### config.mk
export PLATFORM = sky130hd
export DESIGN_NAME = uart_tx_arbiter
export DESIGN_NICKNAME = d
export VERILOG_FILES = /design/src/rtl/uart_tx_arbiter.sv
export SDC_FILE = /design/constraint.sdc
export NUM_CORES = 1
export LEC_CHECK = 0
export ABC_AREA = 1
export BUFFER_PORTS_ARGS = -buffer_cell sky130_fd_sc_hd__buf_2
export CAP_MARGIN = 15
export CELL_PAD_IN_SITES_DETAIL_PLACEMENT = 0
export CELL_PAD_IN_SITES_GLOBAL_PLACEMENT = 1
export CORE_UTILIZATION = 30
export DETAILED_ROUTE_END_ITERATION = 6
export PLACE_DENSITY = 0.57
export SYNTH_ARGS = -nofsm -noshare
export SYNTH_HDL_FRONTEND = slang
export SYNTH_SLANG_ARGS = --single-unit
### constraint.sdc
create_clock -name clock -period 2.2 [get_ports clock]
set_input_delay 0.11 -clock clock [delete_from_list [all_inputs] [get_ports clock]]
set_output_delay 0.11 -clock clock [all_outputs]
set_load 0.02 [all_outputs]
### src/rtl/uart_tx_arbiter.sv
// Shares one UART transmit serializer between two byte producers, each with its own FIFO.
// A round-robin scheduler with per-requester lock feeds a start/active/done sequencing FSM.
module uart_tx_arbiter #(
    parameter int FIFO_DEPTH = 4,
    parameter int FIFO_AW    = 2
) (
    input  logic       clock,
    input  logic       reset_n,
    input  logic [7:0] req0_data,
    input  logic       req0_valid,
    output logic       req0_ready,
    input  logic       req0_lock,
    input  logic [7:0] req1_data,
    input  logic       req1_valid,
    output logic       req1_ready,
    input  logic       req1_lock,
    output logic [7:0] tx_byte,
    output logic       tx_dv,
    input  logic       tx_active,
    input  logic       tx_done,
    output logic [1:0] grant,
    output logic       busy
);

    typedef enum logic [1:0] {IDLE, ISSUE, WAIT_ACT, WAIT_DONE} state_t;

    localparam logic [FIFO_AW:0] FULL_COUNT = (FIFO_AW + 1)'(FIFO_DEPTH);

    state_t             state, state_next;
    logic [7:0]         mem [2][FIFO_DEPTH];
    logic [FIFO_AW-1:0] wr_ptr [2];
    logic [FIFO_AW-1:0] rd_ptr [2];
    logic [FIFO_AW:0]   count  [2];
    logic [7:0]         push_data [2];
    logic [1:0]         valid, ready, lock, push, pop, not_empty;
    logic               last;       // last-granted requester
    logic               sel, sel_valid, load;

    assign push_data[0] = req0_data;
    assign push_data[1] = req1_data;
    assign valid        = {req1_valid, req0_valid};
    assign lock         = {req1_lock, req0_lock};
    assign req0_ready   = ready[0];
    assign req1_ready   = ready[1];

    always_comb begin
        for (int i = 0; i < 2; i++) begin
            ready[i]     = (count[i] != FULL_COUNT);
            not_empty[i] = (count[i] != '0);
        end
        push = valid & ready;
        pop  = 2'b00;
        if (state == ISSUE) pop[last] = 1'b1;
    end

    // NOTE: FIFO storage carries no reset; pointers and counts define what is valid.
    always_ff @(posedge clock) begin
        for (int i = 0; i < 2; i++)
            if (push[i]) mem[i][wr_ptr[i]] <= push_data[i];
    end

    always_ff @(posedge clock or negedge reset_n) begin
        if (!reset_n) begin
            for (int i = 0; i < 2; i++) begin
                wr_ptr[i] <= '0;
                rd_ptr[i] <= '0;
                count[i]  <= '0;
            end
        end else begin
            for (int i = 0; i < 2; i++) begin
                if (push[i]) wr_ptr[i] <= wr_ptr[i] + 1'b1;
                if (pop[i])  rd_ptr[i] <= rd_ptr[i] + 1'b1;
                if (push[i] && !pop[i])      count[i] <= count[i] + 1'b1;
                else if (pop[i] && !push[i]) count[i] <= count[i] - 1'b1;
            end
        end
    end

    // A locked last owner is the only candidate, even when its FIFO is empty.
    always_comb begin
        sel       = ~last;
        sel_valid = 1'b0;
        if (lock[last]) begin
            sel       = last;
            sel_valid = not_empty[last];
        end else if (not_empty[~last]) begin
            sel       = ~last;
            sel_valid = 1'b1;
        end else if (not_empty[last]) begin
            sel       = last;
            sel_valid = 1'b1;
        end
    end

    always_comb begin
        state_next = state;
        load       = 1'b0;
        tx_dv      = 1'b0;
        busy       = (state != IDLE);
        case (state)
            IDLE: begin
                if (!tx_active && sel_valid) begin
                    load       = 1'b1;
                    state_next = ISSUE;
                end
            end
            ISSUE: begin
                tx_dv      = 1'b1;
                state_next = WAIT_ACT;
            end
            WAIT_ACT: begin
                if (tx_done)        state_next = IDLE;
                else if (tx_active) state_next = WAIT_DONE;
            end
            WAIT_DONE: begin
                if (tx_done) state_next = IDLE;
            end
            default: state_next = IDLE;
        endcase
    end

    always_ff @(posedge clock or negedge reset_n) begin
        if (!reset_n) begin
            state   <= IDLE;
            tx_byte <= 8'h00;
            grant   <= 2'b00;
            last    <= 1'b1;
        end else begin
            state <= state_next;
            if (load) begin
                tx_byte <= mem[sel][rd_ptr[sel]];
                grant   <= sel ? 2'b10 : 2'b01;
                last    <= sel;
            end
        end
    end

endmodule

==> impl_metrics.env, run 1 <==
export IMPL_drt_pass1_iter_count=4
export IMPL_routabilityCongestion=0.700
export IMPL_critPathKind="register to register"
export IMPL_crit_arrival_ns=2.23
export IMPL_clock_latency_ns=0.34
export IMPL_netSwitchingPower_mw=2.88
export IMPL_first_global_vias=2723
export IMPL_tightest_slew_ns=0.640
export IMPL_drc=0
export IMPL_setup_viol=0
export IMPL_r2r_slack_ns=0.20
export IMPL_grt_first_pass_wirelength_um=14700
export IMPL_grt_max_degree=38
export IMPL_cp_max_fo=4
export IMPL_post_route_util_pct=37.9
export IMPL_cts_max_level=3
export IMPL_cts_setup_buffers=0
export IMPL_fin_worst_skew_ns=0.0101
export IMPL_max_stage_delay_ns=0.42
export IMPL_ant_nets=0
export IMPL_syn_num_nets=446
export IMPL_drive_gt1_share_pct=16.8
export IMPL_p_per_area_mw_per_mm2=1410
export IMPL_core_area_mm2=0.0134
export IMPL_syn_inst=410
export IMPL_cp_start_kind="register"
export IMPL_ctsRootBufferMaster="clkbuf_16"
export IMPL_numCtsBuffers=9
export IMPL_synth_avg_cell_area_um2=10.2
export IMPL_final_nets=512
export IMPL_crit_required_ns=2.43
export IMPL_slew_headroom_pct=57.3
export IMPL_fp_dieW_um=120
export IMPL_yosysWarnings=0
export IMPL_tritoncts="done"
export IMPL_cp_end_kind="register"
export IMPL_grt_usage_pct=13.6
export IMPL_drtIter0Drc=171
export IMPL_clk_pin_slew_ns=0.07
export IMPL_slew_viol_final=0
export IMPL_hold_viol=0
export IMPL_synth_seq_area_share_pct=62.4
export IMPL_rr_startpoint="count[1]$_DFFE_PN0P_"
export IMPL_vias_per_cell=4.23
export IMPL_hp_class="input pin to register"
export IMPL_holdPathStages=1
export IMPL_gr_total_overflow=0
export IMPL_tns_ns=0
export IMPL_vias=2782
export IMPL_fin_cells=657
export IMPL_antenna_found_initial=0
export IMPL_synth_seq_cells=91
export IMPL_cp_slowest_cell="dfrtp_1"
export IMPL_dieArea_mm2=0.0144
export IMPL_pwr_share_seq_pct=36.4
export IMPL_row_count=42
export IMPL_ir_worst_vdd_mv=0.384
export IMPL_cts_path_max_buffers=2
export IMPL_startpoint="count[1]$_DFFE_PN0P_"
export IMPL_syn_area_mm2=0.00416
export IMPL_pwr_share_comb_pct=40.4
export IMPL_swShare_pct=40.3
export IMPL_cts_resized=0
export IMPL_port_buffers=37
export IMPL_rsz0062_at_grt="false"
export IMPL_wl_per_cell_um=13.7
export IMPL_fin_crit_ns=2.00
export IMPL_reg2reg_depth=8
export IMPL_crit_chain="nor2_2 -> nand2_1 -> nand2_1 -> inv_1 -> ha_1 -> inv_1 -> fa_1 -> mux2_2"
export IMPL_wl_um=9000
export IMPL_initial_utilization_pct=31.1
export IMPL_fin_crit_sh_pct=90.9
export IMPL_io_pins=38
export IMPL_power_leakage_nw=2.31
export IMPL_p_clk_share_pct=23.2
export IMPL_syn_to_final_growth_pct=22.1
export IMPL_cts_sinks=91
export IMPL_synth_cell_type_count=30
export IMPL_hp_start="req0_data[4]"
export IMPL_dp_cells=625
export IMPL_drv_cap=0
export IMPL_antennaDiodeCount=0
export IMPL_internal_power_mw=4.27
export IMPL_clock_fmax_mhz=500
export IMPL_outcome="completed"
export IMPL_final_cell_area_mm2=0.00508
export IMPL_hpwl_um=6320
export IMPL_placed_area_mm2=0.00460
export IMPL_die_h_um=120
layout by cell type, fill, tap and decap left out, drive strengths merged, types with 3 or more instances in the layout:
master	netlist	routed
clkinv	1	3
edfxtp	64	64
buf	12	51
inv	28	32
nand2	184	184
nand3	37	37
clkbuf	0	9
nor2	16	16
dfrtp	26	26
xor2	7	7
o21ai	7	7
dlygate4sd3	0	16
a21oi	5	5
ha	10	10
xnor2	3	3
path summary, 6_finish.rpt:
kind | to
worst max-delay path | count[1]$_DFFE_PN0P_
min in group asynchronous | count[5]$_DFFE_PN0P_
worst max register to register | count[1]$_DFFE_PN0P_
worst min-delay path | mem[0][4]$_DFFE_PP_
max in group asynchronous | tx_byte[1]$_DFFE_PN0P_
worst min register to register | rd_ptr[3]$_DFFE_PN0P_
cell type report:
class	instances	area [µm²]
flip-flops and latches	91	2600
well taps	176	220
inverters	29	109
clock inverters	7	103
fillers	1354	8320
repair buffers	67	450
clock buffers	9	225
multi-input cells	278	1380
metrics by stage:
stage / hold WS [ns] / power [mW] / setup slack, ns
floorplan: -0.186 / 4.75 / 0.159
global placement: 0.174 / 5.52 / 0.217
detailed placement: 0.177 / 5.55 / 0.196
CTS: 0.00251 / 7.24 / 0.187
global route: 0.0121 / 7.72 / 0.0505
finish: 0.0109 / 7.15 / 0.200
cell usage after synthesis (all sizes together):
master  instances  area share [%]
nor2           16             1.5
o21ai           7             1.1
mux2            2            0.54
nand2         184              18
xor2            7             1.5
ha             10             3.0
inv            28             2.5
dfrtp          26              16
edfxtp         64              46
o21a            1            0.18
fa              2            0.96
mux2i           1            0.24
buf            12             1.9
xnor2           3            0.63
a21oi           5            0.60
o21bai          1            0.18
o211ai          1            0.18
nand3          37             4.4
clkinv          1           0.090
dfstp           1            0.63
nor3            1            0.24
sequential cells by signal, summed over array words and instances, names as in the netlist:
| name | flops |
|---|---|
| tx_byte | 8 |
| mem | 64 |
| state | 2 |
| last | 1 |
| grant | 2 |
| wr_ptr | 4 |
| rd_ptr | 4 |
| count | 6 |
per-layer routing:
layer	vias to the layer above	share of wire (%)	global-route usage (%)
li1	1458	-	-
met1	1283	52	19.6
met2	36	44	20.2
met3	5	2.7	2.90
met4	0	1.0	4.69
met5	-	0	0
power groups by stage:
| stage | Clock, mW | Sequential [mW] | Combinational [mW] |
|---|---|---|---|
| 3_5_place_dp | 0 | 2.64 | 2.91 |
| 3_3_place_gp | 0 | 2.63 | 2.88 |
| 5_1_grt | 1.76 | 2.66 | 3.30 |
| 2_1_floorplan | 0 | 2.68 | 2.08 |
| 6_report | 1.66 | 2.60 | 2.89 |
| 4_1_cts | 1.69 | 2.61 | 2.94 |
worst max-delay path, delay by kind of cell, from the launching register on:
kind	cells	cell delay, ns
adders and majority gates	2	0.61
DFF	1	0.42
and+or+nand+nor	3	0.41
muxes	1	0.26
buffers and inverters	2	0.19
what timing repair did:
| action | CTS | global route |
|---|---|---|
| setup endpoints to repair | 0 | 0 |
| hold endpoints to repair | 80 | 0 |
| hold buffers | 16 | 0 |
kinds of logic (layout without fill, tap and decap cells):
family / Yosys count / after routing / share of synthesized area (%)
AOI/OAI and AO/OA: 15 / 15 / 2.25
xor gates and xnor gates: 10 / 10 / 2.10
adders and majority gates: 12 / 12 / 3.97
buffers and inverters: 41 / 112 / 4.48
DFF: 91 / 91 / 62.4
muxes: 3 / 3 / 0.781
and+or+nand+nor: 238 / 238 / 24.0
Power figures use the tool's default switching activity.
==> run 2, diff against run 1 <==
--- a/config.mk
+++ b/config.mk
@@ -10,9 +10,10 @@
 export CAP_MARGIN = 15
 export CELL_PAD_IN_SITES_DETAIL_PLACEMENT = 0
 export CELL_PAD_IN_SITES_GLOBAL_PLACEMENT = 1
-export CORE_UTILIZATION = 30
+export CORE_UTILIZATION = 29
 export DETAILED_ROUTE_END_ITERATION = 6
-export PLACE_DENSITY = 0.57
+export MAX_ROUTING_LAYER = met4
+export PLACE_DENSITY = 0.56
 export SYNTH_ARGS = -nofsm -noshare
 export SYNTH_HDL_FRONTEND = slang
 export SYNTH_SLANG_ARGS = --single-unit
==> run 2 against run 1 <==
Global-route usage increased by 0.25 points. Die area grew 3.4%. Fmax is 0.73% lower. Sequential share of layout area is 0.57 points higher. Final area fell by 1.1%. Critical path type unchanged. Sequential power is essentially flat. Worst setup slack worse by 0.015 ns. Via count is 0.22% higher. First-iteration DRC count decreased by 24%.
==> impl_metrics.env, run 2 (same netlist as run 1, synthesis figures left out) <==
export IMPL_outcome="completed"
export IMPL_fillCellCount=1403
export IMPL_power_leakage_nw=2.27
export IMPL_drt_pass1_iter_count=4
export IMPL_cp_start_kind="register"
export IMPL_hpwl_um=6300
export IMPL_slew_headroom_pct=48.1
export IMPL_clock_fmax_mhz=496
export IMPL_ant_nets=0
export IMPL_cts_setup_buffers=0
export IMPL_ir_worst_vdd_mv=0.414
export IMPL_antennaDiodeCount=0
export IMPL_vias=2788
export IMPL_cts_max_level=3
export IMPL_vias_per_cell=4.24
export IMPL_drc=0
export IMPL_largest_reg_flops=64
export IMPL_clk_pin_slew_ns=0.07
export IMPL_wl_per_cell_um=13.6
export IMPL_cp_end_kind="register"
export IMPL_layout_commonest_cell="nand2_1"
export IMPL_drtIter0Drc=130
export IMPL_numCtsBuffers=9
export IMPL_cp_slowest_cell="dfstp_2"
export IMPL_slew_viol_final=0
export IMPL_io_pins=38
export IMPL_gr_total_overflow=0
export IMPL_crit_chain="inv_1 -> nand2_1 -> ha_1 -> inv_1 -> fa_1 -> a21oi_1 -> o21ai_0 -> xnor2_1"
export IMPL_hp_class="input pin to register"
export IMPL_fin_crit_sh_pct=91.6
export IMPL_multi_input_area_mm2=0.00138
export IMPL_wl_um=8970
export IMPL_grt_first_pass_wirelength_um=14500
export IMPL_ctsRootBufferMaster="clkbuf_16"
export IMPL_dieArea_mm2=0.0148
export IMPL_fp_dieW_um=122
export IMPL_hold_viol=0
export IMPL_r2r_slack_ns=0.19
export IMPL_max_stage_delay_ns=0.57
export IMPL_cp_max_fo=5
export IMPL_tritoncts="done"
export IMPL_port_buffers=37
export IMPL_tightest_slew_ns=0.776
export IMPL_first_global_vias=2671
export IMPL_grt_usage_pct=13.9
export IMPL_fin_crit_ns=2.01
export IMPL_final_nets=509
export IMPL_clock_latency_ns=0.35
export IMPL_cts_path_max_buffers=2
export IMPL_die_h_um=122
export IMPL_routabilityCongestion=0.728
export IMPL_layout_common_cells="nand2_1, edfxtp_1, nand3_1, buf_2, inv_1"
export IMPL_drv_cap=0
export IMPL_cts_sinks=91
export IMPL_crit_arrival_ns=2.25
export IMPL_tns_ns=0
export IMPL_finalPower_mw=6.96
export IMPL_grt_max_degree=38
export IMPL_cp_common_cell="inv_1"
export IMPL_rsz0062_at_grt="false"
export IMPL_p_per_area_mw_per_mm2=1380
export IMPL_critPathKind="register to register"
export IMPL_syn_to_final_growth_pct=20.8
export IMPL_core_area_mm2=0.0139
export IMPL_row_count=43
export IMPL_setup_viol=0
export IMPL_crit_required_ns=2.43
export IMPL_drive_gt1_share_pct=15.9
export IMPL_seqCellArea_mm2=0.00260
export IMPL_antenna_found_initial=0
export IMPL_initial_utilization_pct=29.9
export IMPL_fin_worst_skew_ns=0.00628
run 2: cell types whose count changed in the layout (fill, tap and decap cells not counted):
cell	delta
dlygate4sd3_1	+1
clkinv_8	-2
buf_4	-4
bufinv_16	-1
inv_6	+2
clkinv_1	+1
run 2: worst paths after layout:
check / from / end / cells past startpoint
worst min-delay path: req0_data[0] / mem[0][8]$_DFFE_PP_ / 1
max in group asynchronous: reset_n / tx_byte[1]$_DFFE_PN0P_ / 2
worst max register to register: last$_DFFE_PN1P_ / count[5]$_DFFE_PN0P_ / 8
worst min register to register: rd_ptr[1]$_DFFE_PN0P_ / rd_ptr[1]$_DFFE_PN0P_ / 1
min in group asynchronous: reset_n / state[1]$_DFFE_PN0P_ / 2
worst max-delay path: last$_DFFE_PN1P_ / count[5]$_DFFE_PN0P_ / 8
run 2: stage by stage:
stage | instances | cell area (µm²) | hold WS [ns] | setup WS, ns | utilization [%]
6_report | 658 | 5030 | 0.00342 | 0.186 | 36.1
5_1_grt | 658 | 5030 | 0.00104 | 0.0229 | 36.1
4_1_cts | 658 | 5030 | 0.00139 | 0.164 | 36.1
3_5_place_dp | 625 | 4570 | 0.165 | 0.196 | 32.8
3_3_place_gp | 625 | 4570 | 0.171 | 0.211 | 32.8
2_1_floorplan | 410 | 4160 | -0.186 | 0.159 | -
run 2: report_power, final:
part           leakage [nW]  internal, mW  switching (mW)  total, mW
combinational          1.22         0.977            1.87       2.85
sequential            0.912          2.36           0.254       2.61
clock                 0.143         0.794           0.708       1.50
total                  2.27          4.13            2.84       6.96
run 2: final cells by class:
| class | count | area share, % |
|---|---|---|
| repair buffers | 64 | 8.56 |
| clock inverters | 7 | 1.22 |
| flip-flops and latches | 91 | 51.7 |
| inverters | 29 | 2.16 |
| clock buffers | 9 | 4.48 |
| well taps | 180 | 4.48 |
| multi-input cells | 278 | 27.4 |
run 2: routing by layer:
layer / track usage, % / wire length [µm] / share of wire (%) / vias up
met5: - / 0 / 0 / -
met4: 6.71 / 172 / 1.9 / 0
met3: 2.57 / 248 / 2.8 / 11
met2: 20.3 / 4060 / 45 / 35
met1: 18.4 / 4490 / 50 / 1280
li1: - / - / - / 1462
run 2: what timing repair did:
| action | 4_1_cts | 5_1_grt |
|---|---|---|
| endpoints found under the hold margin | 86 | 0 |
| gates resized for setup | 0 | 0 |
| hold buffers | 17 | 0 |
| endpoints found under the setup margin | 0 | 0 |
run 2: worst max-delay path, delay by kind of cell, from the launching register on:
kind / cells / cell delay, ns
xor gates and xnor gates: 1 / 0.14
DFF: 1 / 0.57
buffers and inverters: 2 / 0.17
adders and majority gates: 2 / 0.55
and+or+nand+nor: 1 / 0.18
AOI/OAI and AO/OA: 2 / 0.29
==> run 3, diff against run 2 <==
--- a/config.mk
+++ b/config.mk
@@ -10,10 +10,10 @@
 export CAP_MARGIN = 15
 export CELL_PAD_IN_SITES_DETAIL_PLACEMENT = 0
 export CELL_PAD_IN_SITES_GLOBAL_PLACEMENT = 1
-export CORE_UTILIZATION = 29
+export CORE_UTILIZATION = 46
 export DETAILED_ROUTE_END_ITERATION = 6
 export MAX_ROUTING_LAYER = met4
-export PLACE_DENSITY = 0.56
+export PLACE_DENSITY = 0.81
 export SYNTH_ARGS = -nofsm -noshare
 export SYNTH_HDL_FRONTEND = slang
 export SYNTH_SLANG_ARGS = --single-unit
==> run 3 against run 2 <==
Final area shrank 2.4%. Routed wire length down 4.7%. Flip-flop and latch count did not move. Count of clock-buffer cells in the layout is 1 higher. Sequential power about the same. Critical endpoint is now count[4]$_DFFE_PN0P_.
==> impl_metrics.env, run 3 (same netlist as run 1, synthesis figures left out) <==
export IMPL_drt_pass1_iter_count=5
export IMPL_row_count=34
export IMPL_numCtsBuffers=9
export IMPL_tns_ns=0
export IMPL_ant_nets=0
export IMPL_dp_worst_setup_slack_ns=0.221
export IMPL_initial_utilization_pct=47.5
export IMPL_fin_cells=592
export IMPL_dp_cells=558
export IMPL_cts_sinks=91
export IMPL_antenna_found_initial=0
export IMPL_syn_to_final_growth_pct=17.9
export IMPL_largest_reg_flops=64
export IMPL_fin_crit_ns=2.00
export IMPL_rsz0062_at_grt="false"
export IMPL_worst_slack_ns=0.204
export IMPL_cts_path_max_buffers=2
export IMPL_hold_viol=0
export IMPL_vias_per_cell=4.82
export IMPL_clock_latency_ns=0.37
export IMPL_clk_pin_slew_ns=0.10
export IMPL_ir_worst_vdd_mv=0.540
export IMPL_post_route_util_pct=56.0
export IMPL_crit_required_ns=2.46
export IMPL_hp_class="input pin to register"
export IMPL_power_leakage_nw=2.26
export IMPL_final_nets=515
export IMPL_layout_commonest_cell="nand2_1"
export IMPL_cts_max_level=3
export IMPL_drtIter0Drc=148
export IMPL_tritoncts="done"
export IMPL_fillCellCount=773
export IMPL_wl_um=8550
export IMPL_antennaDiodeCount=0
export IMPL_io_pins=38
export IMPL_cp_start_kind="register"
export IMPL_hpwl_um=5630
export IMPL_crit_arrival_ns=2.26
export IMPL_cp_end_kind="register"
export IMPL_slew_viol_final=0
export IMPL_routabilityCongestion=0.776
export IMPL_drc=0
export IMPL_die_h_um=97.1
export IMPL_grt_max_degree=33
export IMPL_fin_crit_sh_pct=90.7
export IMPL_fp_dieW_um=97.1
export IMPL_vias=2852
export IMPL_wl_per_cell_um=14.4
export IMPL_core_area_mm2=0.00876
export IMPL_first_global_vias=2714
export IMPL_cts_resized=0
export IMPL_p_per_area_mw_per_mm2=1360
export IMPL_fin_worst_skew_ns=0.0125
export IMPL_layout_common_cells="nand2_1, edfxtp_1, nand3_1, buf_2, inv_1"
export IMPL_outcome="completed"
export IMPL_tightest_slew_ns=0.611
export IMPL_drv_cap=0
export IMPL_ctsRootBufferMaster="clkbuf_8"
export IMPL_critPathKind="register to register"
export IMPL_port_buffers=37
export IMPL_reg2reg_depth=8
export IMPL_cts_setup_buffers=0
export IMPL_clock_fmax_mhz=501
export IMPL_slew_headroom_pct=59.3
export IMPL_drive_gt1_share_pct=16.9
export IMPL_cp_max_fo=6
export IMPL_grt_first_pass_wirelength_um=14000
export IMPL_dieArea_mm2=0.00944
export IMPL_grt_usage_pct=19.9
export IMPL_gr_total_overflow=0
export IMPL_setup_viol=0
export IMPL_holdPathStages=4
export IMPL_finalPower_mw=6.69
export IMPL_r2r_slack_ns=0.20
run 3: routing by layer:
metal,global-route usage (%),share of wire [%]
met3,4.17,4.4
met2,30.8,47
met1,26.4,48
met4,6.54,1.4
met5,-,0
run 3: per-stage QoR:
step / cell area (µm²) / hold slack, ns
final: 4910 / 0.0817
after global routing: 4910 / 0.144
after CTS: 4910 / 0.0767
after detailed placement: 4520 / 0.164
after global placement: 4520 / 0.154
after floorplan: 4160 / -0.186
run 3: power breakdown:
group,internal (mW),total [mW],switching (mW)
clock network,0.566,1.18,0.614
registers,2.35,2.59,0.242
logic,1.02,2.92,1.91
run 3: cell type report:
class / instances / area (µm²) / share of cell area (%)
inverter: 29 / 109 / 2.22
clock buffer: 10 / 138 / 2.80
multi-input combinational: 278 / 1380 / 28.1
timing repair buffer: 70 / 478 / 9.74
clock inverter: 6 / 71.3 / 1.45
tap: 108 / 135 / 2.75
sequential: 91 / 2600 / 52.9
run 3: critical path, stage by stage, from the launching register on:
cell and delay (ns):
dfrtp_1 0.44, nor2_1 0.12, nand2_1 0.07, nand2_1 0.17, inv_1 0.10, ha_1 0.20, inv_1 0.10, fa_1 0.42
mux2_2 0.27
run 3: worst paths after layout:
kind / startpoint / endpoint
min in group asynchronous: reset_n / state[1]$_DFFE_PN0P_
worst min-delay path: req1_valid / wr_ptr[1]$_DFFE_PN0P_
max in group asynchronous: reset_n / rd_ptr[0]$_DFFE_PN0P_
worst max register to register: count[4]$_DFFE_PN0P_ / count[4]$_DFFE_PN0P_
worst max-delay path: count[4]$_DFFE_PN0P_ / count[4]$_DFFE_PN0P_
worst min register to register: rd_ptr[1]$_DFFE_PN0P_ / rd_ptr[1]$_DFFE_PN0P_
run 3: timing repair:
action / CTS / global route
endpoints found under the setup margin: 0 / 0
hold buffers: 18 / 0
endpoints found under the hold margin: 91 / 0
